File: src/rtl/pipe_ctrl_pkg.sv
`default_nettype none
// ============================================================================
//  Module      : pipe_ctrl_pkg
//  Description : Shared defines for the five-stage core pipeline control:
//                bus types, stage indices, FSM encoding, stall/flush patterns.
//  Revision    : 1.0  initial release
// ============================================================================
package pipe_ctrl_pkg;

  // Instruction address bus and reset polarity shared across the core
  typedef logic [31:0] InstAddrBus;
  localparam logic RstEnable = 1'b1;

  // Per-stage hold/bubble enable bus
  typedef logic [5:0] StallBus;

  // Bit positions in StallBus: the register each bit controls
  localparam int STG_PC  = 0;  // PC register
  localparam int STG_IF  = 1;  // if_id
  localparam int STG_ID  = 2;  // id_ex
  localparam int STG_EX  = 3;  // ex_mem
  localparam int STG_MEM = 4;  // mem_wb
  localparam int STG_WB  = 5;  // reserved, never driven

  // Controller states
  typedef enum logic [1:0] {
    ST_RUN      = 2'd0,
    ST_STALL    = 2'd1,
    ST_REDIRECT = 2'd2
  } pipe_state_e;

  // Hold patterns: every register upstream of the requester is frozen
  localparam StallBus STALL_MEM = 6'b011111;
  localparam StallBus STALL_EX  = 6'b001111;
  localparam StallBus STALL_ID  = 6'b000111;

  // An exception kills everything younger than MEM
  localparam StallBus FLUSH_EXCP = 6'b011110;

  // Redirect bubble counter width (REDIRECT_BUBBLES is 1..7)
  localparam int BUBBLE_W = 3;

endpackage
`default_nettype wire

File: src/rtl/pipe_ctrl_if.sv
`default_nettype none
// ============================================================================
//  Module      : pipe_ctrl_if
//  Description : Handshake bundle between the pipeline datapath (master) and
//                the pipeline control unit (slave).
//  Revision    : 1.0  initial release
// ============================================================================
interface pipe_ctrl_if;
  import pipe_ctrl_pkg::*;

  // Requests from the datapath
  logic       stallreq_id;
  logic       stallreq_ex;
  logic       stallreq_mem;
  logic       branch_i;
  InstAddrBus branch_target_i;
  logic       excp_i;
  InstAddrBus excp_vector_i;

  // Controls back to the datapath
  StallBus    stall;
  StallBus    flush;
  logic       pc_load;
  InstAddrBus new_pc;
  logic       stall_timeout;
  logic [31:0] perf_stall_cycles;
  logic [15:0] perf_flush_count;

  modport master (
    output stallreq_id, stallreq_ex, stallreq_mem,
    output branch_i, branch_target_i, excp_i, excp_vector_i,
    input  stall, flush, pc_load, new_pc,
    input  stall_timeout, perf_stall_cycles, perf_flush_count
  );

  modport slave (
    input  stallreq_id, stallreq_ex, stallreq_mem,
    input  branch_i, branch_target_i, excp_i, excp_vector_i,
    output stall, flush, pc_load, new_pc,
    output stall_timeout, perf_stall_cycles, perf_flush_count
  );

endinterface
`default_nettype wire

File: src/rtl/pipe_ctrl_sat_counter.sv
`default_nettype none
// ============================================================================
//  Module      : sat_counter
//  Description : Up-counter that sticks at all-ones; clr has priority over inc.
//  Revision    : 1.0  initial release
// ============================================================================
module sat_counter #(
  parameter int WIDTH = 8
) (
  input  logic             clk,
  input  logic             rst,
  input  logic             inc_i,
  input  logic             clr_i,
  output logic [WIDTH-1:0] count_o
);

  logic [WIDTH-1:0] count_q;

  // Count up on inc, hold at all-ones, clear on clr or reset
  always_ff @(posedge clk) begin
    if (rst) begin
      count_q <= '0;
    end else if (clr_i) begin
      count_q <= '0;
    end else if (inc_i && (count_q != {WIDTH{1'b1}})) begin
      count_q <= count_q + WIDTH'(1);
    end
  end

  assign count_o = count_q;

endmodule
`default_nettype wire

File: src/rtl/pipe_ctrl.sv
`default_nettype none
// ============================================================================
//  Module      : pipe_ctrl
//  Description : Pipeline control unit. Resolves stall, branch and exception
//                requests into per-stage hold/bubble enables and a PC load,
//                with a stall watchdog and saturating performance counters.
//  Revision    : 1.0  initial release
// ============================================================================
module pipe_ctrl
  import pipe_ctrl_pkg::*;
#(
  parameter int MAX_STALL        = 64,
  parameter int REDIRECT_BUBBLES = 1
) (
  input  logic       clk,
  input  logic       rst,
  pipe_ctrl_if.slave bus
);

  localparam int                  CNT_W       = $clog2(MAX_STALL) + 1;
  localparam logic [CNT_W-1:0]    STALL_LIMIT = CNT_W'(MAX_STALL - 1);
  localparam logic [BUBBLE_W-1:0] BUBBLE_LOAD = BUBBLE_W'(REDIRECT_BUBBLES);

  pipe_state_e          state_q, state_d;
  logic [BUBBLE_W-1:0]  bubble_q, bubble_d;
  logic                 timeout_q;

  StallBus              stall_w;
  StallBus              flush_w;
  logic                 pc_load_w;
  InstAddrBus           new_pc_w;
  logic                 any_stall_w;
  logic [CNT_W-1:0]     stall_cnt_w;
  logic [31:0]          perf_stall_w;
  logic [15:0]          perf_flush_w;

  // Priority decode: reset > exception > redirect bubbles > mem > ex > id > branch
  always_comb begin
    stall_w   = '0;
    flush_w   = '0;
    pc_load_w = 1'b0;
    new_pc_w  = '0;
    state_d   = state_q;
    bubble_d  = bubble_q;
    if (rst == RstEnable) begin
      state_d  = ST_RUN;
      bubble_d = '0;
    end else if (bus.excp_i) begin
      flush_w   = FLUSH_EXCP;
      pc_load_w = 1'b1;
      new_pc_w  = bus.excp_vector_i;
      state_d   = ST_REDIRECT;
      bubble_d  = BUBBLE_LOAD;
    end else if (state_q == ST_REDIRECT) begin
      // Requesters were flushed by the exception, so their requests are stale
      flush_w[STG_IF] = 1'b1;
      bubble_d        = bubble_q - BUBBLE_W'(1);
      if (bubble_q <= BUBBLE_W'(1)) begin
        state_d = ST_RUN;
      end
    end else if (bus.stallreq_mem) begin
      stall_w = STALL_MEM;
      state_d = ST_STALL;
    end else if (bus.stallreq_ex) begin
      stall_w          = STALL_EX;
      flush_w[STG_MEM] = 1'b1;
      state_d          = ST_STALL;
    end else if (bus.stallreq_id) begin
      stall_w         = STALL_ID;
      flush_w[STG_EX] = 1'b1;
      state_d         = ST_STALL;
    end else begin
      state_d = ST_RUN;
      if (bus.branch_i) begin
        pc_load_w       = 1'b1;
        new_pc_w        = bus.branch_target_i;
        flush_w[STG_IF] = 1'b1;
      end
    end
  end

  // Controller state and redirect bubble counter
  always_ff @(posedge clk) begin
    if (rst == RstEnable) begin
      state_q  <= ST_RUN;
      bubble_q <= '0;
    end else begin
      state_q  <= state_d;
      bubble_q <= bubble_d;
    end
  end

  assign any_stall_w = |stall_w;

  // Consecutive-stall length; any unstalled cycle restarts it
  sat_counter #(.WIDTH(CNT_W)) u_stall_cnt (
    .clk     (clk),
    .rst     (rst),
    .inc_i   (any_stall_w),
    .clr_i   (~any_stall_w),
    .count_o (stall_cnt_w)
  );

  // Sticky watchdog: set once a stall run reaches MAX_STALL cycles
  always_ff @(posedge clk) begin
    if (rst == RstEnable) begin
      timeout_q <= 1'b0;
    end else if (any_stall_w && (stall_cnt_w >= STALL_LIMIT)) begin
      timeout_q <= 1'b1;
    end
  end

  sat_counter #(.WIDTH(32)) u_perf_stall (
    .clk     (clk),
    .rst     (rst),
    .inc_i   (stall_w[STG_PC]),
    .clr_i   (1'b0),
    .count_o (perf_stall_w)
  );

  sat_counter #(.WIDTH(16)) u_perf_flush (
    .clk     (clk),
    .rst     (rst),
    .inc_i   (pc_load_w),
    .clr_i   (1'b0),
    .count_o (perf_flush_w)
  );

  assign bus.stall             = stall_w;
  assign bus.flush             = flush_w;
  assign bus.pc_load           = pc_load_w;
  assign bus.new_pc            = new_pc_w;
  assign bus.stall_timeout     = timeout_q;
  assign bus.perf_stall_cycles = perf_stall_w;
  assign bus.perf_flush_count  = perf_flush_w;

endmodule
`default_nettype wire

File: src/flat_wrapper.sv
// flat-port wrapper written by rule: the top's interface ports become plain ports
module pipe_ctrl_flat import pipe_ctrl_pkg::*;
#(
  parameter int MAX_STALL        = 64,
  parameter int REDIRECT_BUBBLES = 1
)
  (clk, rst, bus_stallreq_id, bus_stallreq_ex, bus_stallreq_mem, bus_branch_i, bus_branch_target_i, bus_excp_i, bus_excp_vector_i, bus_stall, bus_flush, bus_pc_load, bus_new_pc, bus_stall_timeout, bus_perf_stall_cycles, bus_perf_flush_count);
  pipe_ctrl_if bus_i ();
  input  logic clk;
  input  logic rst;
  input wire logic [$bits(bus_i.stallreq_id)-1:0] bus_stallreq_id;
  input wire logic [$bits(bus_i.stallreq_ex)-1:0] bus_stallreq_ex;
  input wire logic [$bits(bus_i.stallreq_mem)-1:0] bus_stallreq_mem;
  input wire logic [$bits(bus_i.branch_i)-1:0] bus_branch_i;
  input wire logic [$bits(bus_i.branch_target_i)-1:0] bus_branch_target_i;
  input wire logic [$bits(bus_i.excp_i)-1:0] bus_excp_i;
  input wire logic [$bits(bus_i.excp_vector_i)-1:0] bus_excp_vector_i;
  output wire logic [$bits(bus_i.stall)-1:0] bus_stall;
  output wire logic [$bits(bus_i.flush)-1:0] bus_flush;
  output wire logic [$bits(bus_i.pc_load)-1:0] bus_pc_load;
  output wire logic [$bits(bus_i.new_pc)-1:0] bus_new_pc;
  output wire logic [$bits(bus_i.stall_timeout)-1:0] bus_stall_timeout;
  output wire logic [$bits(bus_i.perf_stall_cycles)-1:0] bus_perf_stall_cycles;
  output wire logic [$bits(bus_i.perf_flush_count)-1:0] bus_perf_flush_count;
  assign bus_i.stallreq_id = bus_stallreq_id;
  assign bus_i.stallreq_ex = bus_stallreq_ex;
  assign bus_i.stallreq_mem = bus_stallreq_mem;
  assign bus_i.branch_i = bus_branch_i;
  assign bus_i.branch_target_i = bus_branch_target_i;
  assign bus_i.excp_i = bus_excp_i;
  assign bus_i.excp_vector_i = bus_excp_vector_i;
  assign bus_stall = bus_i.stall;
  assign bus_flush = bus_i.flush;
  assign bus_pc_load = bus_i.pc_load;
  assign bus_new_pc = bus_i.new_pc;
  assign bus_stall_timeout = bus_i.stall_timeout;
  assign bus_perf_stall_cycles = bus_i.perf_stall_cycles;
  assign bus_perf_flush_count = bus_i.perf_flush_count;
  pipe_ctrl #(.MAX_STALL(MAX_STALL), .REDIRECT_BUBBLES(REDIRECT_BUBBLES)) u_core (.clk(clk), .rst(rst), .bus(bus_i));
endmodule
File: config.mk
export PLATFORM = sky130hd
export DESIGN_NAME = pipe_ctrl_flat
export DESIGN_NICKNAME = d
export VERILOG_FILES = /design/src/rtl/pipe_ctrl_pkg.sv /design/src/rtl/pipe_ctrl_if.sv /design/src/rtl/pipe_ctrl_sat_counter.sv /design/src/rtl/pipe_ctrl.sv /design/src/flat_wrapper.sv
export SDC_FILE = /design/constraint.sdc
export NUM_CORES = 1
export LEC_CHECK = 0
export CAP_MARGIN = 5
export CORE_AREA = 2 2 96 98
export DETAILED_ROUTE_END_ITERATION = 10
export DIE_AREA = 0 0 98 100
export PLACE_DENSITY = 0.78
export SLEW_MARGIN = 0
export SYNTH_ARGS = -nofsm -noshare
export SYNTH_HDL_FRONTEND = slang
export SYNTH_SLANG_ARGS = --single-unit
File: constraint.sdc
create_clock -name clk -period 2.59 [get_ports clk]
set_clock_uncertainty 0.2 [all_clocks]
set_input_delay 0.3885 -clock clk [delete_from_list [all_inputs] [get_ports clk]]
set_output_delay 0.3885 -clock clk [all_outputs]
set_load 0.01 [all_outputs]
== After elaboration in Yosys (flattened, before gate mapping) ==
Index checks and enable logic that the tools add are counted.
Widths: inputs -> output; s select.
Storage, ports and cells
  output and inout port bits: 94
  bits in registers: 61
  input port bits: 71
  logic and storage cells: 67
Cells by class
  mux-type cells: 38
  equal/unequal tests: 6
  reductions and logical operators: 8
  $add $sub $neg: 4
  bitwise logic cells: 1
  order comparisons: 2
Operators by type and width (count)
  $mux 32: 7
  $add 32x1->32 const B: 1
  $ne 32x32->1 const B: 1
  $mux 6: 5
  $add 16x1->16 const B: 1
  $mux 1: 16
  $mux 2: 8
  $ne 16x16->1 const B: 1
  $add 7x1->7 const B: 1
  $ge 7x6->1 const B: 1
  $ne 7x7->1 const B: 1
  $reduce_or 6->1: 1
  $mux 5: 1
  $logic_and 1x1->1: 4
  $reduce_or 2->1: 2
  $le 3x1->1 const B: 1
  $mux 3: 1
  $ne 3x3->1 const B: 1
  $sub 3x1->3 const B: 1
  $eq 2x2->1 const B: 1
  $ne 2x2->1 const B: 1
  $reduce_bool 2->1: 1
  $not 1->1: 1

== Logic depth before layout (Yosys ltp) ==
Gate-level depths: netlist (run 1).
  depth in word-level cells: 9
  mapped depth: 8
  gate-level depth less buffers: 6

== Cells and area by module ==
Synthesis (run 1) repeated with hierarchy kept, for this count alone.
Second synthesis, totals
  cell total of the unflattened synthesis: 429
  area, all modules: 3638.5 µm²
By module, submodules not included
  sat_counter at u_core.u_perf_stall: cells each 198, instances 1, seq. area each 640.6 µm², area an instance 1620.3 µm²
  sat_counter at u_core.u_perf_flush: cells each 102, instances 1, seq. area each 320.3 µm², area an instance 917.1 µm²
  pipe_ctrl: cells each 93, instances 1, seq. area each 120.1 µm², area an instance 759.5 µm²
  sat_counter at u_core.u_stall_cnt: cells each 36, instances 1, seq. area each 140.1 µm², area an instance 341.6 µm²

== Least setup slack after synthesis (run 1) ==
OpenSTA, ideal clock, no wires.
  kind: input to output
  start point: input bus_stallreq_mem
  end point: output bus_new_pc[10]
  data required time: 2.002 ns
  arrival: 1.882 ns
  path buffers: 1
  stages on the path: 4
  setup slack: 0.119 ns
  path through: or4b_4 nor4_1 clkbuf_1 a22o_1
On the way
  longest elaborated chain between the ends: 4
Ends and longest elaborated chain
  start, declared: line flat_wrapper.sv:13  | input wire logic [$bits(bus_i.stallreq_mem)-1:0] bus_stallreq_mem;
  $mux 32: line pipe_ctrl.sv:61  | end else if (bus.stallreq_mem) begin
  $mux 32: line pipe_ctrl.sv:54  | end else if (state_q == ST_REDIRECT) begin
  $mux 32: line pipe_ctrl.sv:48  | end else if (bus.excp_i) begin
  $mux 32: line pipe_ctrl.sv:45  | if (rst == RstEnable) begin
  end, declared: line flat_wrapper.sv:21  | output wire logic [$bits(bus_i.new_pc)-1:0] bus_new_pc;
No other way between the ends.

== Final worst setup path (run 1) ==
  start point: input bus_stallreq_ex
  end point: output bus_new_pc[30]
On the way
  longest elaborated chain between the ends: 5
Ends and longest elaborated chain
  start, declared: line flat_wrapper.sv:12  | input wire logic [$bits(bus_i.stallreq_ex)-1:0] bus_stallreq_ex;
  $mux 32: line pipe_ctrl.sv:64  | end else if (bus.stallreq_ex) begin
  $mux 32: line pipe_ctrl.sv:61
  $mux 32: line pipe_ctrl.sv:54
  $mux 32: line pipe_ctrl.sv:48
  $mux 32: line pipe_ctrl.sv:45
No other way between the ends.

==> metrics, run 1 <==
via count ~3900; gr usage total around 22%; Die W 98 um; Yosys reg bits slightly above 60; final hold violation count 0; Core Rows 35; sequential area share after synthesis a little over a third; total power 2.16 mW; DRT Pass-1 Iters 5; routed len/inst approximately 16 um; largest net degree at the start of global routing 45; asr flop ratio synth 0%; Filler Cells Inserted approximately 800; Leak Pwr 2.10 nW; Final Cycle Share between 90% and 100%; Yosys top cell area share 35.4%; Layout area overhead 59.2%; Placer Congestion between 0.8 and 0.9; Post-synth EDFFs 0; Synth area leaders dfxtp_1, a22o_1, nor2_1; total negative slack 0 ns; max_cap viols 0; grt ovf 0; fin util between 60% and 70%; Iter 0 DRT Violations 114; worst vdd ir 291 uV; Setup violations, final 0; post-DP HPWL between 8000 and 9000 um; final worst slack around 0.045 ns; IO Port Bufs about 160; # diodes 0; status finished, final reports clean; layout net count approximately 680; DRC viols 0; I/O pin total 165; CTS H-tree lvls 3; multi-input logic area between 2000 and 2500 um2; number of global-route vias before repair approximately 3700; area leader, netlist dfxtp_1; Yosys cell types 56; crit path DAT 1.96 ns; antenna-violating nets left 0; clock slew at reported path FFs roughly 0.070 ns; CTS Sinks a little over 60; relative max-transition margin 66.9%; Core ar. about 9000 um2; Chip Height about 100 um; Syn Inst Count 414; clock latency on the worst-skew pair about 0.34 ns; Required @ worst endpoint ~2 ns; Synthesis Warnings 0; Max Clock Freq a little under 400 MHz; Tmin final 2.55 ns; TritonCTS Buffers 9; first-pass GRT wire length 17900 um; crit end category output port; most common flop cell mapped by yosys dfxtp_1; Avg Synthesized Cell Area 8.34 um2; Max FO, Critical Path 8; actual slew at the worst max-slew pin approximately 0.49 ns; Starting Density 38.8%; Hold Path Class reg -> reg; CP startpoint kind input port; Post-Syn Area 3450 um2; critical path class in -> out; Reg area ~1200 um2; RSZ-0062 raised after global routing true; Vias/cell between 5 and 6; final wirelength approximately 12000 um; initial antenna violation count 0; Clock Tree Root clkbuf_8; CTS max path bufs 2; Power Dens Cells 392 nW/um2; full die area roughly 9800 um2; worst slack, placed -0.626 ns; cell area after layout ~5500 um2; worst reg-to-reg setup slack between 0.2 and 0.25 ns; Hold-fix buffers, CTS 0; layout cell share with drive strength beyond 1 a little under a fifth; dpl cell area between 5000 and 6000 um2; Max Slew Vio Count 0; CTS tree built
## through the flow
step | instances | hold slack, ns
6_report | 716 | 0.306
5_1_grt | 716 | 0.307
4_1_cts | 721 | 0.270
3_5_place_dp | 694 | 0.295
3_3_place_gp | 694 | 0.286
2_1_floorplan | 416 | 0.272
## layout make-up
type / count / area share (%)
clock buffers: 10 / 2.50
flip-flops and latches: 61 / 22.2
multi-input cells: 314 / 37.8
repair buffers: 202 / 33.0
inverters: 12 / 0.819
well taps: 111 / 2.53
clock inverters: 6 / 1.14
## kinds of logic after synthesis
logic type                 after synthesis  share of synthesized area, %
AOI/OAI and AO/OA                      105                          21.8
xor gates and xnor gates                15                          3.81
adders and majority gates                5                          1.81
buffers and inverters                   41                          5.51
DFF                                     61                          35.4
muxes                                   12                          3.70
other                                    1                         0.109
and+or+nand+nor                        174                          27.9
## sequential cells by signal (all words and copies together) (netlist names)
signal / count
u_core.bubble_q: 3
u_core.u_stall_cnt.count_o: 7
u_core.state_q: 2
u_core.u_perf_flush.count_o: 16
u_core.bus.stall_timeout: 1
u_core.u_perf_stall.count_o: 32
## path summary, 6_finish.rpt
| check | from | endpoint | cells after the start |
|---|---|---|---|
| hold / removal | u_core.u_perf_flush.count_o[4]$_SDFFE_PP0P_ | u_core.u_perf_flush.count_o[4]$_SDFFE_PP0P_ | 2 |
| setup reg to reg | u_core.u_perf_stall.count_o[21]$_SDFFE_PP0P_ | u_core.u_perf_stall.count_o[1]$_SDFFE_PP0P_ | 7 |
| setup / recovery | bus_stallreq_ex | bus_new_pc[30] | 7 |
| hold reg to reg | u_core.u_perf_flush.count_o[4]$_SDFFE_PP0P_ | u_core.u_perf_flush.count_o[4]$_SDFFE_PP0P_ | 2 |
## critical path, stage by stage
cell and delay [ns]:
buf_6 0.09, or4b_4 0.55, nor4_4 0.30, buf_4 0.20, clkbuf_16 0.16, a22o_1 0.13
buf_2 0.13
## power by group
group | leakage [nW] | switching [mW] | internal [mW]
sequential | 0.493 | 0.0104 | 0.948
clock | 0.0943 | 0.382 | 0.466
combinational | 1.52 | 0.149 | 0.202
total | 2.10 | 0.541 | 1.62
## routing by layer
metal | up-vias | global-route usage, % | wire length [um] | share of wire (%)
met1 | 1891 | 29.4 | 4950 | 43
li1 | 1912 | - | - | -
met2 | 132 | 37.7 | 5760 | 50
met3 | 13 | 4.04 | 685 | 6.0
met5 | - | 0 | 0 | 0
met4 | 0 | 5.66 | 116 | 1.0
## cells in the mapped netlist, types with 6 or more instances
cell and number:
dfxtp_1 61, a21oi_1 28, nor4_1 10, mux2i_1 6, nor2_1 43, inv_1 10
clkbuf_1 15, buf_4 6, nand3_1 24, nand4_1 12, and3_1 6, nor2b_1 7
o31ai_1 11, mux2_2 6, or4_1 11, xor2_1 7, o21ai_0 13, or3_1 12
a22o_1 32, xnor2_1 8, nand2_1 23
## layout by cell type, fill, tap and decap left out, drive strengths merged, types with 3 or more instances in the layout
cell type / netlist / final
clkbuf: 15 / 11
dfxtp: 61 / 61
clkdlybuf4s50: 0 / 119
clkinvlp: 0 / 3
o31a: 3 / 3
or3: 12 / 12
nand2: 23 / 23
nor4: 12 / 12
nand3: 24 / 24
o31ai: 11 / 11
nor2b: 7 / 7
nor2: 43 / 43
xnor2: 8 / 8
mux2: 6 / 6
or4: 12 / 12
ha: 5 / 5
buf: 14 / 77
and2: 5 / 5
mux2i: 6 / 6
nand4: 13 / 13
conb: 1 / 3
xor2: 7 / 7
o21ai: 14 / 14
and4: 5 / 5
and3: 6 / 6
inv: 11 / 12
a21oi: 28 / 28
a22o: 32 / 32
nor3: 5 / 5
dlygate4sd2: 0 / 5
## timing repair
| item | in CTS | in global routing |
|---|---|---|
| pin swaps | 2 | 4 |
| endpoints found under the setup margin | 43 | 28 |
| hold endpoints to repair | 0 | 0 |
| resized for setup | 156 | 8 |
| cloned | 2 | 1 |
| setup buffers | 9 | 2 |
Note: power is estimated with default switching activity, not from simulation.
==> inputs of run 2 (changes only) <==
ABC_AREA = 1   (was not set)
CORE_AREA = 2 2 105 107   (was 2 2 96 98)
DIE_AREA = 0 0 107 109   (was 0 0 98 100)
PLACE_DENSITY = 0.73   (was 0.78)
==> run 2 against run 1 <==
Net effect: non-clock buffer count down 17; combinational power is 2% higher; utilization decreased by 4.8 points; power down 5.9%; via count is 23% higher; cell area is 10% higher.
==> metrics, run 2 <==
status finished, final reports clean; Die W 107 um (+9.2%); gr usage total 23.1% (+0.86 points); max FFs per register 32 (unchanged); largest net degree at the start of global routing 33 (-27%); Yosys reg bits 61 (unchanged); Hold Crit Depth 2 (unchanged); CTS tree built; final wirelength 13300 um (+16%); Chip Height 109 um (+9.0%); number of global-route vias before repair 4493 (+22%); sequential area share after synthesis 29.7% (-5.6 points); DRC viols 0 (unchanged); post-DP HPWL 10500 um (+25%); asr flop ratio synth 0% (unchanged); Vias/cell 4.91 (-11%); dpl cell area 5900 um2 (+9.9%); CTS max path bufs 2 (unchanged); Synth Area in Adders 1.52% (-0.29 points); full die area 11700 um2 (+19%); Hold Path Class reg -> reg; Layout area overhead 47.3%; crit path DAT 1.91 ns (-0.05 ns); Power Dens Cells 336 nW/um2 (-14%); r2r endpoint u_core.u_perf_stall.count_o[21]$_SDFFE_PP0P_; Max Clock Freq 401 MHz (+2.0%); Max FO, Critical Path 15 (+7); critical path cell sequence clkdlybuf4s50_1, buf_4, nor2_4, buf_6, clkdlybuf4s50_1; largest family of logic cells by synthesized area simple AND/OR/NAND/NOR gates; Placer Congestion 0.936 (+5.1%); Clock Tree Root clkbuf_8; Final Cycle Share 96.3% (-2.0 points); Avg Synthesized Cell Area 6.04 um2 (-28%); clock slew at reported path FFs 0.06 ns (about the same); total power 2.03 mW (-5.9%); Hold-fix buffers, CTS 0 (unchanged); R2R cell count 11 (+4); layout net count 924 (+37%); clock latency on the worst-skew pair 0.33 ns (about the same); critical path class in -> out; commonest cells in the synthesized netlist nand2_1, nor2_1, dfxtp_1, nand3_1, inv_1; Core Rows 38 (+8.6%); initial antenna violation count 0 (unchanged); Iter 0 DRT Violations 307 (+170%); Required @ worst endpoint 2.00 ns (about the same); I/O pin total 165 (unchanged); layout cell share with drive strength beyond 1 7.63% (-11 points); Post-synth EDFFs 0 (unchanged); crit end category output port; routed len/inst 13.4 um (-16%); # diodes 0 (unchanged); RSZ-0062 raised after global routing false; total negative slack 0 ns (unchanged); Crit-path slowest cell clkdlybuf4s50_1; Synthesis Warnings 0 (unchanged); commonest cells after routing, fill and taps aside nand2_1, clkdlybuf4s50_1, nor2_1; Max Slew Vio Count 0 (unchanged); peak per-stage delay on the critical path 0.55 ns (about the same); Synth Area in Simple Gates 46.3% (+18 points); worst hold start u_core.bubble_q[2]$_SDFFE_PP0P_; final hold violation count 0 (unchanged); worst reg-to-reg setup slack 0.35 ns (+0.13 ns); Yosys cell types 32 (-43%); Yosys top cell area share 29.7% (-5.6 points); Compound-Gate Fraction of Synth Area 7.95% (-14 points); worst slack, placed -0.244 ns (+0.382 ns); most common cell after layout, fill and taps aside nand2_1; max_cap viols 0 (unchanged); grt ovf 0 (unchanged); Core ar. 10600 um2 (+19%); Synth Area in XOR/XNOR 5.33% (+1.5 points); area leader, netlist dfxtp_1; Tmin final 2.49 ns (-0.0508 ns); IO Port Bufs 161 (unchanged); Filler Cells Inserted 1052 (+32%); CP most frequent cell clkdlybuf4s50_1; most common flop cell mapped by yosys dfxtp_1; Reg2Reg Launch Point u_core.u_perf_stall.count_o[1]$_SDFFE_PP0P_; DRT Pass-1 Iters 6 (+1); CTS Sinks 61 (unchanged); Setup violations, final 0 (unchanged); CP startpoint kind input port; Synth area leaders dfxtp_1, nand2_1, nor2_1; final worst slack 0.0955 ns (+0.0508 ns); Min-Delay Endpoint u_core.bubble_q[2]$_SDFFE_PP0P_; mux cell area share after synthesis 0% (-3.7 points); TritonCTS Buffers 9 (unchanged); Leak Pwr 2.50 nW (+19%); via count 4872 (+23%); cell area after layout 6050 um2 (+10%); Syn Inst Count 680 (+64%); first-pass GRT wire length 21700 um (+21%); top-count cell post-synth nand2_1; Post-Syn Area 4110 um2 (+19%); Starting Density 38.7% (-0.10 points); antenna-violating nets left 0 (unchanged); worst vdd ir 252 uV (-13%); CTS H-tree lvls 3 (unchanged)
==> run 2: cell types whose count changed after synthesis, sizes merged, moves of 12 or more <==
cell,before,now
nand3,24,53
nor2,43,105
or4,12,0
nor3,5,17
a22o,32,0
or3,12,0
nand2,23,255
nor4,12,0
a21oi,28,43
inv,11,50
==> run 2: worst max-delay path by stage <==
stage                     startpoint        endpoint  slack (ns)  cells past startpoint
finish                           rst    bus_flush[2]         0.1                      5
global route                     rst  bus_new_pc[20]       0.008                      9
CTS                              rst    bus_stall[2]        0.01                      6
detailed placement   bus_stallreq_ex  bus_new_pc[18]       -0.24                      8
global placement    bus_stallreq_mem  bus_new_pc[31]       -0.21                      8
floorplan                        rst  bus_new_pc[11]        0.64                      7
==> run 2: kinds of logic after synthesis <==
group	count (synthesis)
other	1
buffers and inverters	80
DFF	61
and+or+nand+nor	445
adders and majority gates	5
xor gates and xnor gates	25
AOI/OAI and AO/OA	63
==> run 2: power by group <==
group / switching [mW] / internal [mW]
clock network: 0.346 / 0.366
logic: 0.170 / 0.187
registers: 0.0117 / 0.950
total: 0.527 / 1.50
==> run 2: per-layer routing <==
layer / vias to the layer above / part of all wire, % / global-route usage [%] / routed length [um]
li1: 2481 / - / - / -
met1: 2203 / 44 / 32.2 / 5900
met2: 168 / 49 / 36.6 / 6510
met3: 20 / 6.0 / 4.66 / 796
met4: 0 / 0.92 / 6.03 / 123
met5: - / 0 / 0 / 0
==> run 2: critical path, delay by kind of cell <==
family	cells	cell delay, ns
buffers and inverters	4	1.36
AND/OR/NAND/NOR	1	0.15
==> run 2: stage by stage <==
stage / util (%) / std cells / hold slack [ns]
floorplan: - / 682 / 0.235
global placement: 55.6 / 974 / 0.247
CTS: 57.0 / 991 / 0.279
detailed placement: 55.6 / 974 / 0.268
finish: 57.0 / 992 / 0.286
global route: 57.0 / 992 / 0.324
==> run 2: cell type report <==
cell class              instances  area (um2)  area share [%]
flip-flops and latches         61        1220            20.2
multi-input cells             541        2530            41.8
clock inverters                 2        10.0           0.165
well taps                     140         175            2.90
inverters                      50         188            3.10
clock buffers                  13         149            2.46
repair buffers                185        1780            29.4
==> run 2: repair_timing <==
item                                   in CTS  in global routing
pin swaps                                   1                  1
resized for setup                          45                 12
setup buffers                               2                  1
setup endpoints to repair                  39                  9
endpoints found under the hold margin       0                  0
